--- src/rtl/ad7528_atten_sequencer.sv ---
// Dual AD7528 attenuation sequencer: four 8-bit slots, round-robin service of
// dirty slots, serialized MSB-first on datadac/clkdac and latched by a cs strobe.
module ad7528_atten_sequencer #(
  parameter int CLKDIV = 4
) (
  input  logic       clk,
  input  logic       resetn,
  input  logic       wr_en,
  input  logic [1:0] wr_slot,
  input  logic [7:0] wr_data,
  output logic       datadac,
  output logic       clkdac,
  output logic       csdac1n,
  output logic       csdac2n,
  output logic       busy,
  output logic [3:0] pending,
  output logic       done,
  output logic [1:0] done_slot
);

  typedef enum logic [2:0] {IDLE, BIT_LO, BIT_HI, SELECT, STROBE, HOLD} state_t;

  localparam logic [7:0] PHASE_LAST    = 8'(CLKDIV - 1);
  localparam logic [7:0] PHASE_PRELAST = 8'(CLKDIV - 2);

  state_t     state_reg;
  logic [7:0] vals_reg [4];
  logic [3:0] pending_reg;
  logic [3:0] pending_next;
  logic [1:0] rr_reg;
  logic [1:0] cur_slot_reg;
  logic [1:0] pick;
  logic [1:0] cand;
  logic [7:0] shift_reg;
  logic [7:0] phase_reg;
  logic [2:0] bit_idx_reg;
  logic       capture;

  // Walk downward so the pending slot closest to rr is the one kept.
  always_comb begin
    pick = rr_reg;
    cand = rr_reg;
    for (int k = 3; k >= 0; k--) begin
      cand = rr_reg + 2'(k);
      if (pending_reg[cand]) pick = cand;
    end
  end

  assign capture = (state_reg == IDLE) && (pending_reg != 4'b0000);

  // A write in the capture cycle keeps the slot dirty so the new value follows.
  generate
    for (genvar gi = 0; gi < 4; gi++) begin : g_pending
      assign pending_next[gi] = (wr_en && (wr_slot == 2'(gi))) ? 1'b1 :
                                (capture && (pick == 2'(gi)))  ? 1'b0 :
                                pending_reg[gi];
    end
  endgenerate

  assign pending = pending_reg;

  always_ff @(posedge clk or negedge resetn) begin
    if (!resetn) begin
      state_reg    <= IDLE;
      for (int i = 0; i < 4; i++) vals_reg[i] <= 8'h00;
      pending_reg  <= 4'b0000;
      rr_reg       <= 2'd0;
      cur_slot_reg <= 2'd0;
      shift_reg    <= 8'h00;
      phase_reg    <= 8'h00;
      bit_idx_reg  <= 3'd0;
      datadac      <= 1'b0;
      clkdac       <= 1'b0;
      csdac1n      <= 1'b1;
      csdac2n      <= 1'b1;
      busy         <= 1'b0;
      done         <= 1'b0;
      done_slot    <= 2'd0;
    end else begin
      pending_reg <= pending_next;
      if (wr_en) vals_reg[wr_slot] <= wr_data;
      done <= 1'b0;

      if (state_reg == IDLE) begin
        if (capture) begin
          shift_reg    <= vals_reg[pick];
          cur_slot_reg <= pick;
          rr_reg       <= pick + 2'd1;
          datadac      <= vals_reg[pick][7];
          clkdac       <= 1'b0;
          bit_idx_reg  <= 3'd7;
          phase_reg    <= 8'h00;
          busy         <= 1'b1;
          state_reg    <= BIT_LO;
        end
      end else if (phase_reg != PHASE_LAST) begin
        phase_reg <= phase_reg + 8'd1;
        // done is registered, so raise it on entry to the final HOLD cycle.
        if (state_reg == HOLD && phase_reg == PHASE_PRELAST) begin
          done      <= 1'b1;
          done_slot <= cur_slot_reg;
        end
      end else begin
        phase_reg <= 8'h00;
        case (state_reg)
          BIT_LO: begin
            clkdac    <= 1'b1;
            state_reg <= BIT_HI;
          end
          BIT_HI: begin
            clkdac <= 1'b0;
            if (bit_idx_reg == 3'd0) begin
              datadac   <= ~cur_slot_reg[0];
              state_reg <= SELECT;
            end else begin
              bit_idx_reg <= bit_idx_reg - 3'd1;
              datadac     <= shift_reg[bit_idx_reg - 3'd1];
              state_reg   <= BIT_LO;
            end
          end
          SELECT: begin
            csdac1n   <= cur_slot_reg[1];
            csdac2n   <= ~cur_slot_reg[1];
            state_reg <= STROBE;
          end
          STROBE: begin
            csdac1n   <= 1'b1;
            csdac2n   <= 1'b1;
            state_reg <= HOLD;
            if (CLKDIV == 1) begin
              done      <= 1'b1;
              done_slot <= cur_slot_reg;
            end
          end
          HOLD: begin
            busy      <= 1'b0;
            state_reg <= IDLE;
          end
          default: state_reg <= IDLE;
        endcase
      end
    end
  end

endmodule

--- config.mk ---
export PLATFORM = sky130hd
export DESIGN_NAME = ad7528_atten_sequencer
export DESIGN_NICKNAME = d
export VERILOG_FILES = /design/src/rtl/ad7528_atten_sequencer.sv
export SDC_FILE = /design/constraint.sdc
export NUM_CORES = 1
export LEC_CHECK = 0
export CAP_MARGIN = 25
export CELL_PAD_IN_SITES_DETAIL_PLACEMENT = 1
export CELL_PAD_IN_SITES_GLOBAL_PLACEMENT = 1
export CORE_ASPECT_RATIO = 0.6
export CORE_MARGIN = 2
export CORE_UTILIZATION = 50
export CTS_BUF_LIST = sky130_fd_sc_hd__clkbuf_16
export CTS_CLUSTER_SIZE = 16
export DETAILED_ROUTE_END_ITERATION = 16
export DONT_BUFFER_PORTS = 1
export PLACE_DENSITY_LB_ADDON = 0.1
export SETUP_SLACK_MARGIN = 0.02
export SYNTH_ARGS = -nofsm -noshare
export SYNTH_HDL_FRONTEND = slang
export SYNTH_SLANG_ARGS = --single-unit
--- constraint.sdc ---
create_clock -name clk -period 2.95 [get_ports clk]
set_clock_uncertainty 0.05 [all_clocks]
set_input_delay 0.59 -clock clk [delete_from_list [all_inputs] [get_ports clk]]
set_output_delay 0.59 -clock clk [all_outputs]
set_load 0.03 [all_outputs]
Word level (Yosys, flattened, before mapping)
Index checks and enable logic that the tools add are counted.
{"block": "op_classes", "magnitude_cmp": 8, "eq_ne": 16, "mux": 59, "n_reduce_logical": 32, "n_addsub": 6, "n_bitwise": 6}
{"op": "8-bit 2-to-1 mux", "n": 6}
{"op": "32-bit bitwise mux", "n": 1}
{"op": "1-bit 2-to-1 mux", "n": 28}
{"op": "3-bit 2-to-1 mux", "n": 8}
{"op": "8-bit binary-select mux with 2-bit select", "n": 1}
{"op": "8-bit demux with 2-bit select", "n": 1}
{"op": "3-bit AND reduction", "n": 5}
{"op": "2-bit nonzero test", "n": 7}
{"op": "2-bit by 3-bit less-than comparator with 1-bit output, second input constant", "n": 4}
{"op": "3-bit one-hot mux with 4 select lines", "n": 1}
{"op": "1-bit logical AND", "n": 11}
{"op": "2-bit 2-to-1 mux", "n": 5}
{"op": "8-bit by 1-bit adder with 8-bit output, second input constant", "n": 1}
{"op": "1-bit binary-select mux with 2-bit select", "n": 4}
{"op": "2-bit == test, second input constant", "n": 4}
{"op": "8-bit by 2-bit == test with 1-bit output, second input constant", "n": 1}
{"op": "8-bit by 2-bit inequality test with 1-bit output, second input constant", "n": 1}
{"op": "3-bit by 2-bit == test with 1-bit output, second input constant", "n": 2}
{"op": "3-bit == test, second input constant", "n": 2}
{"op": "3-bit >= comparator, second input constant", "n": 2}
{"op": "3-bit logical NOT", "n": 2}
{"op": "2-bit inequality test, second input constant", "n": 3}
{"op": "2-bit inverter with 3-bit output", "n": 2}
{"op": "1-bit one-hot mux with 2 select lines", "n": 3}
{"op": "14 further kinds", "n": 22}
{"block": "word_totals", "reg_bits": 70, "out_inout_bits": 12, "inputBits": 13, "wordCells": 148}

Depth between registers and ports, before layout
Gate-level depths: netlist of run 1.
{"block": "logic_depth", "ltp_word": 13, "ltp_mapped": 8, "depth_no_buf": 6}

Least setup slack after synthesis of run 1
No wires, ideal clock.
{"block": "synth_timing", "kind": "register to register", "from": "register bit_idx_reg[0]", "to": "register datadac", "slack_ns": 0.839, "t_arrival_ns": 1.979, "n_path_buf": 1, "setup_time_ns": 0.082, "required_ns": 2.818, "path_stages_with_launch": 8, "synth_period_minus_slack_ns": 2.111, "path_cell_list": "dfrtp_1 > inv_1 > ha_1 > buf_2 > mux2i_1 > mux4_2 > a221o_1 > a31oi_1"}
{"block": "synth_between", "elab_chain_cells": 7, "elab_cells_between_ends": 8, "cone_classes": "1 x add/sub; 6 x mux; 1 x reduce/logical"}
{"item": "start: declaration", "line": "36", "rtl": "logic [2:0] bit_idx_reg;"}
{"item": "start signal: assignment", "line": "116", "rtl": "bit_idx_reg <= bit_idx_reg - 3'd1;"}
{"item": "3-bit by 1-bit subtractor with 3-bit output", "line": "117", "rtl": "datadac <= shift_reg[bit_idx_reg - 3'd1];"}
{"item": "1-bit binary-select mux with 3-bit select", "line": "117"}
{"item": "1-bit 2-to-1 mux (implied by the code)", "line": "117"}
{"item": "1-bit 2-to-1 mux (*)", "line": "112", "rtl": "if (bit_idx_reg == 3'd0) begin"}
{"item": "1-bit 2-to-1 mux (*)", "line": "105", "rtl": "case (state_reg)"}
{"item": "1-bit 2-to-1 mux (*)", "line": "96", "rtl": "end else if (phase_reg != PHASE_LAST) begin"}
{"item": "1-bit 2-to-1 mux (*)", "line": "84", "rtl": "if (state_reg == IDLE) begin"}
{"item": "end signal: assignment", "line": "89", "rtl": "datadac <= vals_reg[pick][7];"}
{"item": "end signal: assignment", "line": "113", "rtl": "datadac <= ~cur_slot_reg[0];"}
{"item": "end signal: assignment", "line": "117"}
{"item": "end: declaration", "line": "11", "rtl": "output logic datadac,"}
Every way passes the cells marked *; elsewhere a longest branch is shown, timed or not. The select of a mux whose other input is x is not followed.
A chain may end at the register's enable or synchronous reset.

Worst setup path after layout of run 1
Ends and elaborated chain as after synthesis.

==> results of run 1 <==
worst reg2reg max path, delay by kind of cell (launching register included):
family                   cells  cell delay, ns
adder cells (fa/ha/maj)      1            0.42
flip-flops                   1            0.42
AO/OA/AOI/OAI                2            0.52
buffers and inverters        1            0.12
multiplexers                 2            0.66
area by class of cell:
type | instances | area [µm²]
Inverter | 11 | 41.3
Sequential cell | 70 | 1750
Tap cell | 87 | 109
Timing Repair Buffer | 9 | 100
Fill cell | 695 | 2770
Clock buffer | 9 | 225
Multi-Input combinational cell | 210 | 1520
Clock inverter | 7 | 65.1
stage by stage:
| stage | instance area (µm²) | hold slack (ns) |
|---|---|---|
| 4_1_cts | 3820 | 0.0383 |
| 3_3_place_gp | 3500 | 0.246 |
| 3_5_place_dp | 3500 | 0.246 |
| 6_report | 3820 | 0.0502 |
| 5_1_grt | 3820 | 0.0340 |
| 2_1_floorplan | 3360 | 0.244 |
cells in the final DEF (no fill, tap or decap), drive strengths merged, types with 10 or more instances in the layout:
master / instances
nand2: 34
inv: 11
a21oi: 10
mux2i: 20
nor2: 16
nand3: 10
dfrtp: 68
mux2: 35
o21ai: 28
power by group:
| group | switching (µW) | internal [µW] | leakage [µW] |
|---|---|---|---|
| Sequential | 52.9 | 1050 | 0.000859 |
| Clock | 412 | 648 | 0.000143 |
| Combinational | 66.5 | 89.7 | 0.000608 |
| Total | 532 | 1780 | 0.00161 |
kinds of logic (layout without fill, tap and decap cells):
family,after synthesis,after routing,synth area share [%]
multiplexers,57,57,19.0
XOR/XNOR,3,3,0.783
flip-flops,70,70,52.3
AND/OR/NAND/NOR,85,85,12.2
AO/OA/AOI/OAI,61,61,11.7
adder cells (fa/ha/maj),4,4,1.49
buffers and inverters,19,36,2.53
how the worst max path moves through the flow:
stage / startpoint / slack [ns] / cells past startpoint / end
after floorplan: bit_idx_reg[0]$_DFFE_PN0P_ / 0.84 / 7 / datadac$_DFFE_PN0P_
after global placement: bit_idx_reg[0]$_DFFE_PN0P_ / 0.77 / 6 / datadac$_DFFE_PN0P_
after detailed placement: bit_idx_reg[0]$_DFFE_PN0P_ / 0.69 / 6 / datadac$_DFFE_PN0P_
after CTS: bit_idx_reg[0]$_DFFE_PN0P_ / 0.67 / 6 / datadac$_DFFE_PN0P_
after global routing: bit_idx_reg[0]$_DFFE_PN0P_ / 0.56 / 6 / datadac$_DFFE_PN0P_
final: bit_idx_reg[0]$_DFFE_PN0P_ / 0.69 / 6 / datadac$_DFFE_PN0P_
metal layers:
layer / global-route usage (%) / up-vias / share of wire (%)
li1: - / 1112 / -
met1: 36.9 / 1250 / 53
met2: 32.7 / 50 / 42
met3: 7.72 / 7 / 3.9
met4: 7.44 / 0 / 0.93
met5: 0 / - / 0
==> impl_table.tex, run 1 <==
\begin{tabular}{lr}
\hline
Metric & Value \\
\hline
\multicolumn{2}{l}{\textbf{Status}} \\
Status & complete, no violations \\
\multicolumn{2}{l}{\textbf{STA}} \\
Max Freq & 0.442 GHz \\
Least-Margin Pin Slew & between 0.8 and 0.9 ns \\
Accumulated negative setup slack & 0 ns \\
Fin. max-slew vios & 0 \\
Final number of setup-violating endpoints & 0 \\
Final hold violation count & 0 \\
Worst Slack Setup Final & around 0.69 ns \\
Period utilization & 76.7\% \\
Worst relative slew slack & 41.5\% \\
RSZ-0062 raised after global routing & false \\
Min Tclk post-route & 2.26 ns \\
\multicolumn{2}{l}{\textbf{Global route}} \\
Total GRT Usage & 24.3\% \\
Wire length of the first global-routing pass & around 13000 µm \\
Via count of the first global-routing pass & 2444 \\
Overflow after GRT & 0 \\
Largest net degree at the start of global routing & 69 \\
Antenna violations before repair & 0 \\
\multicolumn{2}{l}{\textbf{Setup path}} \\
Start of the worst register-to-register path & bit\_idx\_reg[0]\$\_DFFE\_PN0P\_ \\
Combined buffer and inverter count along the critical path & 1 \\
Worst r2r dst & datadac\$\_DFFE\_PN0P\_ \\
Category of the critical setup timing path & flip-flop to flip-flop \\
Worst Path Max Fanout & 5 \\
Critical Path End Type & flip-flop \\
Chain of cells forming the critical path & inv\_1 > ha\_1 > mux2i\_1 > mux4\_2 > a221o\_1 > a31oi\_1 \\
Critical-path top delay cell & sky130\_fd\_sc\_hd\_\_mux4\_2 \\
R2R Setup Slk & 0.69 ns \\
Worst path arrival time & 2.47 ns \\
Required time worst endpoint & 3.16 ns \\
Crit path largest cell delay & between 0.4 and 0.5 ns \\
Kind of start point of the critical path & flip-flop \\
Top cell family by delay on the critical path & multiplexers \\
Length in cells of the worst reg-to-reg path & 6 \\
\multicolumn{2}{l}{\textbf{Clock tree}} \\
Number of buffers inserted by hold repair at cts & 1 \\
Number of gates given a new drive strength after cts & 0 \\
Clock tree from TritonCTS & built \\
Clock root buffer & sky130\_fd\_sc\_hd\_\_clkbuf\_16 \\
Deepest level of the CTS H-tree & 3 \\
Setup repair bufs after CTS & 0 \\
Clock edge transition at the registers on the reported setup and hold paths & about 0.060 ns \\
Skew-Pair Late Insertion Delay & 0.34 ns \\
Max clock buf depth & 2 \\
CTS buffer count & 9 \\
Clock sink count & 70 \\
\multicolumn{2}{l}{\textbf{Run}} \\
Count of max-cap constraint violations & 0 \\
\multicolumn{2}{l}{\textbf{Synth}} \\
Top cells by instance count after synthesis & sky130\_fd\_sc\_hd\_\_dfrtp\_1, sky130\_fd\_sc\_hd\_\_mux2\_2, sky130\_fd\_sc\_hd\_\_nand2\_1, sky130\_fd\_sc\_hd\_\_o21ai\_0, sky130\_fd\_sc\_hd\_\_mux2i\_1 \\
Dominant cells by area after synthesis & sky130\_fd\_sc\_hd\_\_dfrtp\_1, sky130\_fd\_sc\_hd\_\_mux2\_2, sky130\_fd\_sc\_hd\_\_mux2i\_1, sky130\_fd\_sc\_hd\_\_nand2\_1, sky130\_fd\_sc\_hd\_\_o21ai\_0 \\
Sequential share of the synthesized area & 52.3\% \\
Total number of yosys warnings & 0 \\
Count of cell types in the netlist & 40 \\
Post-synth design cell area & 3360 µm² \\
Avg Cell Area, Syn & 11.2 µm² \\
Count of flip-flops with a built-in enable after synthesis & 0 \\
Number of flip-flops and latches in the synthesized netlist & 70 \\
Mapped Nets & about 320 \\
Yosys top cell area share & 50.7\% \\
Primary FF master, synth & sky130\_fd\_sc\_hd\_\_dfrtp\_1 \\
Proportion of register bits with asynchronous set or reset after synthesis & between 90\% and 100\% \\
Leading area contributor after synthesis & sky130\_fd\_sc\_hd\_\_dfrtp\_1 \\
Syn Inst Count & 299 \\
Cell with the most instances after synthesis & sky130\_fd\_sc\_hd\_\_dfrtp\_1 \\
\multicolumn{2}{l}{\textbf{Pwr}} \\
Leakage Power & roughly 0.0016 µW \\
Power density cells & 607 nW/µm² \\
Maximum resistive drop on vdd & 334 µV \\
Post-layout power & 2320 µW \\
\multicolumn{2}{l}{\textbf{Floorplan}} \\
Initial core utilization & 50.9\% \\
Standard-cell rows & 23 \\
Num ports & 25 \\
Core area & 6590 µm² \\
DIE AREA & 7410 µm² \\
Chip Height & 67.5 µm \\
Chip width & 110 µm \\
\multicolumn{2}{l}{\textbf{Drt}} \\
Post-Route WL & 8090 µm \\
Average wire per cell in the routed design & 20.1 µm \\
Iter 0 DRT Violations & 101 \\
Antenna violation net count after detailed routing & 0 \\
DRC Markers & 0 \\
Routed via count divided by cell count & 6.00 \\
First-pass DRT Iterations & 4 \\
Vias post-DR & roughly 2.4k \\
\multicolumn{2}{l}{\textbf{Place}} \\
Setup WS pre-CTS & slightly below 0.7 ns \\
Number of instances in the placed design & 386 \\
Gpl congestion & 0.784 \\
Buffers on Ports & 0 \\
Post-detail-place hpwl & between 5000 and 6000 µm \\
\multicolumn{2}{l}{\textbf{Final layout}} \\
Number of diodes added for antenna fixing & 0 \\
Utilization after layout & approximately 58\% \\
Area growth from synthesis to layout & 13.8\% \\
Number of flip-flops under the largest register name & 32 \\
Layout cell share with drive strength beyond 1 & approximately 22\% \\
Number of cells in the finished layout apart from fillers & 403 \\
Final layout net count & 328 \\
\multicolumn{2}{l}{\textbf{Worst hold path}} \\
Hold/Removal Path Class & input pin to asynchronous set/reset pin \\
\hline
\end{tabular}
No activity file was read; power rests on OpenSTA's default activity.
==> run 2, diff against run 1 <==
Clock period 2.95 ns to 2.4 ns, I/O delays scaled along.
==> run 2 against run 1 <==
  * Global-route usage rose by 0.51 points
  * Design area rose by 3.2%
  * Sequential cell count is the same
  * Worst hold slack gained 0.19 ns
  * Clock power up 52%
  * Sequential power is 23% higher
  * Register-to-register slack got worse by 0.51 ns
  * Via count is 0.83% higher
  * Utilization up 1.8 points
  * Fmax is 1.8% higher
  * Critical path type unchanged
  * Critical endpoint unchanged
  * Largest power group is now the clock network
==> impl_table.tex, run 2 (same netlist as run 1, synthesis figures left out) <==
\begin{tabular}{lr}
\hline
Metric & Value \\
\hline
\multicolumn{2}{l}{\textbf{Clock tree}} \\
Clock tree from TritonCTS & built \\
CTS buffer count & 9 (unchanged) \\
Clock edge transition at the registers on the reported setup and hold paths & 0.06 ns (about the same) \\
Skew-Pair Late Insertion Delay & 0.34 ns (about the same) \\
Deepest level of the CTS H-tree & 3 (unchanged) \\
Clock sink count & 70 (unchanged) \\
Max clock buf depth & 2 (unchanged) \\
Clock root buffer & sky130\_fd\_sc\_hd\_\_clkbuf\_16 \\
\multicolumn{2}{l}{\textbf{STA}} \\
Worst relative slew slack & 62.3\% (+21 points) \\
Worst Slack Setup Final & 0.178 ns (-0.510 ns) \\
Least-Margin Pin Slew & 0.564 ns (-0.309 ns) \\
Worst hold slack across all endpoints & 0.242 ns (+0.191 ns) \\
RSZ-0062 raised after global routing & false \\
Final hold violation count & 0 (unchanged) \\
Max Freq & 0.450 GHz (+1.8\%) \\
Fin. max-slew vios & 0 (unchanged) \\
Accumulated negative setup slack & 0 ns (unchanged) \\
Min Tclk post-route & 2.22 ns (-0.0404 ns) \\
Final number of setup-violating endpoints & 0 (unchanged) \\
Period utilization & 92.6\% (+16 points) \\
\multicolumn{2}{l}{\textbf{Final layout}} \\
Final layout net count & 334 (+1.8\%) \\
Layout cell share with drive strength beyond 1 & 23.3\% (+1.1 points) \\
Area growth from synthesis to layout & 17.4\% \\
Number of diodes added for antenna fixing & 0 (unchanged) \\
Number of cells in the finished layout apart from fillers & 409 (+1.5\%) \\
Fill cell count & 703 (+1.2\%) \\
Finished Cell Area & 3940 µm² (+3.2\%) \\
Most common cell after layout, fill and taps aside & sky130\_fd\_sc\_hd\_\_dfrtp\_1 \\
Most frequent cells in the layout & sky130\_fd\_sc\_hd\_\_dfrtp\_1, sky130\_fd\_sc\_hd\_\_mux2\_2, sky130\_fd\_sc\_hd\_\_nand2\_1 \\
Number of flip-flops under the largest register name & 32 (unchanged) \\
\multicolumn{2}{l}{\textbf{Global route}} \\
Total GRT Usage & 24.8\% (+0.51 points) \\
Overflow after GRT & 0 (unchanged) \\
Via count of the first global-routing pass & 2610 (+6.8\%) \\
Wire length of the first global-routing pass & 13300 µm (+1.4\%) \\
Largest net degree at the start of global routing & 71 (+2.9\%) \\
Antenna violations before repair & 0 (unchanged) \\
\multicolumn{2}{l}{\textbf{Place}} \\
Setup WS pre-CTS & 0.136 ns (-0.555 ns) \\
Number of instances in the placed design & 391 (+1.3\%) \\
Post-detail-place hpwl & 5660 µm (+0.75\%) \\
Buffers on Ports & 0 (unchanged) \\
Gpl congestion & 0.769 (-1.8\%) \\
Placed standard-cell area & 3540 µm² (+1.1\%) \\
\multicolumn{2}{l}{\textbf{Setup path}} \\
Required time worst endpoint & 2.61 ns (-0.55 ns) \\
Kind of start point of the critical path & flip-flop \\
Worst r2r dst & datadac\$\_DFFE\_PN0P\_ \\
Worst Path Max Fanout & 5 (unchanged) \\
Start of the worst register-to-register path & bit\_idx\_reg[0]\$\_DFFE\_PN0P\_ \\
Category of the critical setup timing path & flip-flop to flip-flop \\
Worst path arrival time & 2.43 ns (-0.04 ns) \\
Critical Path End Type & flip-flop \\
Length in cells of the worst reg-to-reg path & 6 (unchanged) \\
R2R Setup Slk & 0.18 ns (-0.51 ns) \\
\multicolumn{2}{l}{\textbf{Drt}} \\
Routed via count divided by cell count & 5.96 (-0.65\%) \\
Average wire per cell in the routed design & 20.5 µm (+2.0\%) \\
First-pass DRT Iterations & 4 (unchanged) \\
Iter 0 DRT Violations & 86 (-15\%) \\
DRC Markers & 0 (unchanged) \\
Vias post-DR & 2439 (+0.83\%) \\
Antenna violation net count after detailed routing & 0 (unchanged) \\
Post-Route WL & 8370 µm (+3.5\%) \\
\multicolumn{2}{l}{\textbf{Worst hold path}} \\
Worst hold path endpoint & vals\_reg[19]\$\_DFFE\_PN0P\_ \\
HP Start & wr\_data[3] \\
Hold/Removal Path Class & input pin to flip-flop \\
Number of cells on the worst hold path & 1 \\
\multicolumn{2}{l}{\textbf{Floorplan}} \\
Standard-cell rows & 23 (unchanged) \\
Chip width & 110 µm (unchanged) \\
Num ports & 25 (unchanged) \\
Initial core utilization & 50.9\% (unchanged) \\
Chip Height & 67.5 µm (unchanged) \\
Core area & 6590 µm² (unchanged) \\
DIE AREA & 7410 µm² (unchanged) \\
\multicolumn{2}{l}{\textbf{Run}} \\
Count of max-cap constraint violations & 0 (unchanged) \\
\multicolumn{2}{l}{\textbf{Pwr}} \\
Maximum resistive drop on vdd & 588 µV (+76\%) \\
Power density cells & 801 nW/µm² (+32\%) \\
Leakage Power & 0.00167 µW (+3.7\%) \\
\multicolumn{2}{l}{\textbf{Status}} \\
Status & complete, no violations \\
\hline
\end{tabular}
[run 2: changes by cell type in the layout (fill, tap and decap cells not counted), sizes merged]
cell,delta
buf,+5
clkinv,-2
bufinv,+3
dlygate4sd3,+1
clkinvlp,-1
[run 2: layout make-up]
class	count	area (µm²)	share of cell area, %
flip-flops and latches	70	1750	44.5
multi-input cells	210	1530	38.7
clock buffers	9	225	5.72
repair buffers	15	148	3.75
clock inverters	7	136	3.46
well taps	87	109	2.76
inverters	11	41.3	1.05
[run 2: layer usage]
metal	wire length, µm	vias to the layer above	global-route usage [%]
met5	0	-	0
met4	119	0	7.28
met3	381	15	8.01
met2	3890	51	40.6
met1	3990	1254	31.8
li1	-	1119	-
[run 2: worst max-delay path by stage]
stage	startpoint	to	slack [ns]	cells after the start
6_report	bit_idx_reg[0]$_DFFE_PN0P_	datadac$_DFFE_PN0P_	0.18	6
5_1_grt	bit_idx_reg[0]$_DFFE_PN0P_	datadac$_DFFE_PN0P_	0.06	6
4_1_cts	bit_idx_reg[0]$_DFFE_PN0P_	datadac$_DFFE_PN0P_	0.11	6
3_5_place_dp	bit_idx_reg[0]$_DFFE_PN0P_	datadac$_DFFE_PN0P_	0.14	6
3_3_place_gp	bit_idx_reg[0]$_DFFE_PN0P_	datadac$_DFFE_PN0P_	0.24	6
2_1_floorplan	bit_idx_reg[0]$_DFFE_PN0P_	datadac$_DFFE_PN0P_	0.29	7
[run 2: critical path, stage by stage, from the launching register on]
cell and delay, ns:
sky130_fd_sc_hd__dfrtp_1 0.43, sky130_fd_sc_hd__inv_1 0.17, sky130_fd_sc_hd__ha_2 0.35, sky130_fd_sc_hd__mux2i_1 0.17
sky130_fd_sc_hd__mux4_2 0.47, sky130_fd_sc_hd__a221o_1 0.35, sky130_fd_sc_hd__a31oi_1 0.16
[run 2: repair_timing]
item	in CTS	in global routing
endpoints found under the hold margin	70	0
hold buffers	2	0
endpoints found under the setup margin	0	1
gates resized for setup	0	1
setup buffers	0	0
[run 2: where the power goes]
part           switching [µW]  internal, µW
combinational            84.6           112
clock                     499          1110
sequential               59.5          1290
[run 2: stage by stage]
step	util (%)	power, µW
finish	59.8	3160
global route	59.8	3260
CTS	59.7	3190
detailed placement	53.7	1530
global placement	53.7	1520
floorplan	-	1480
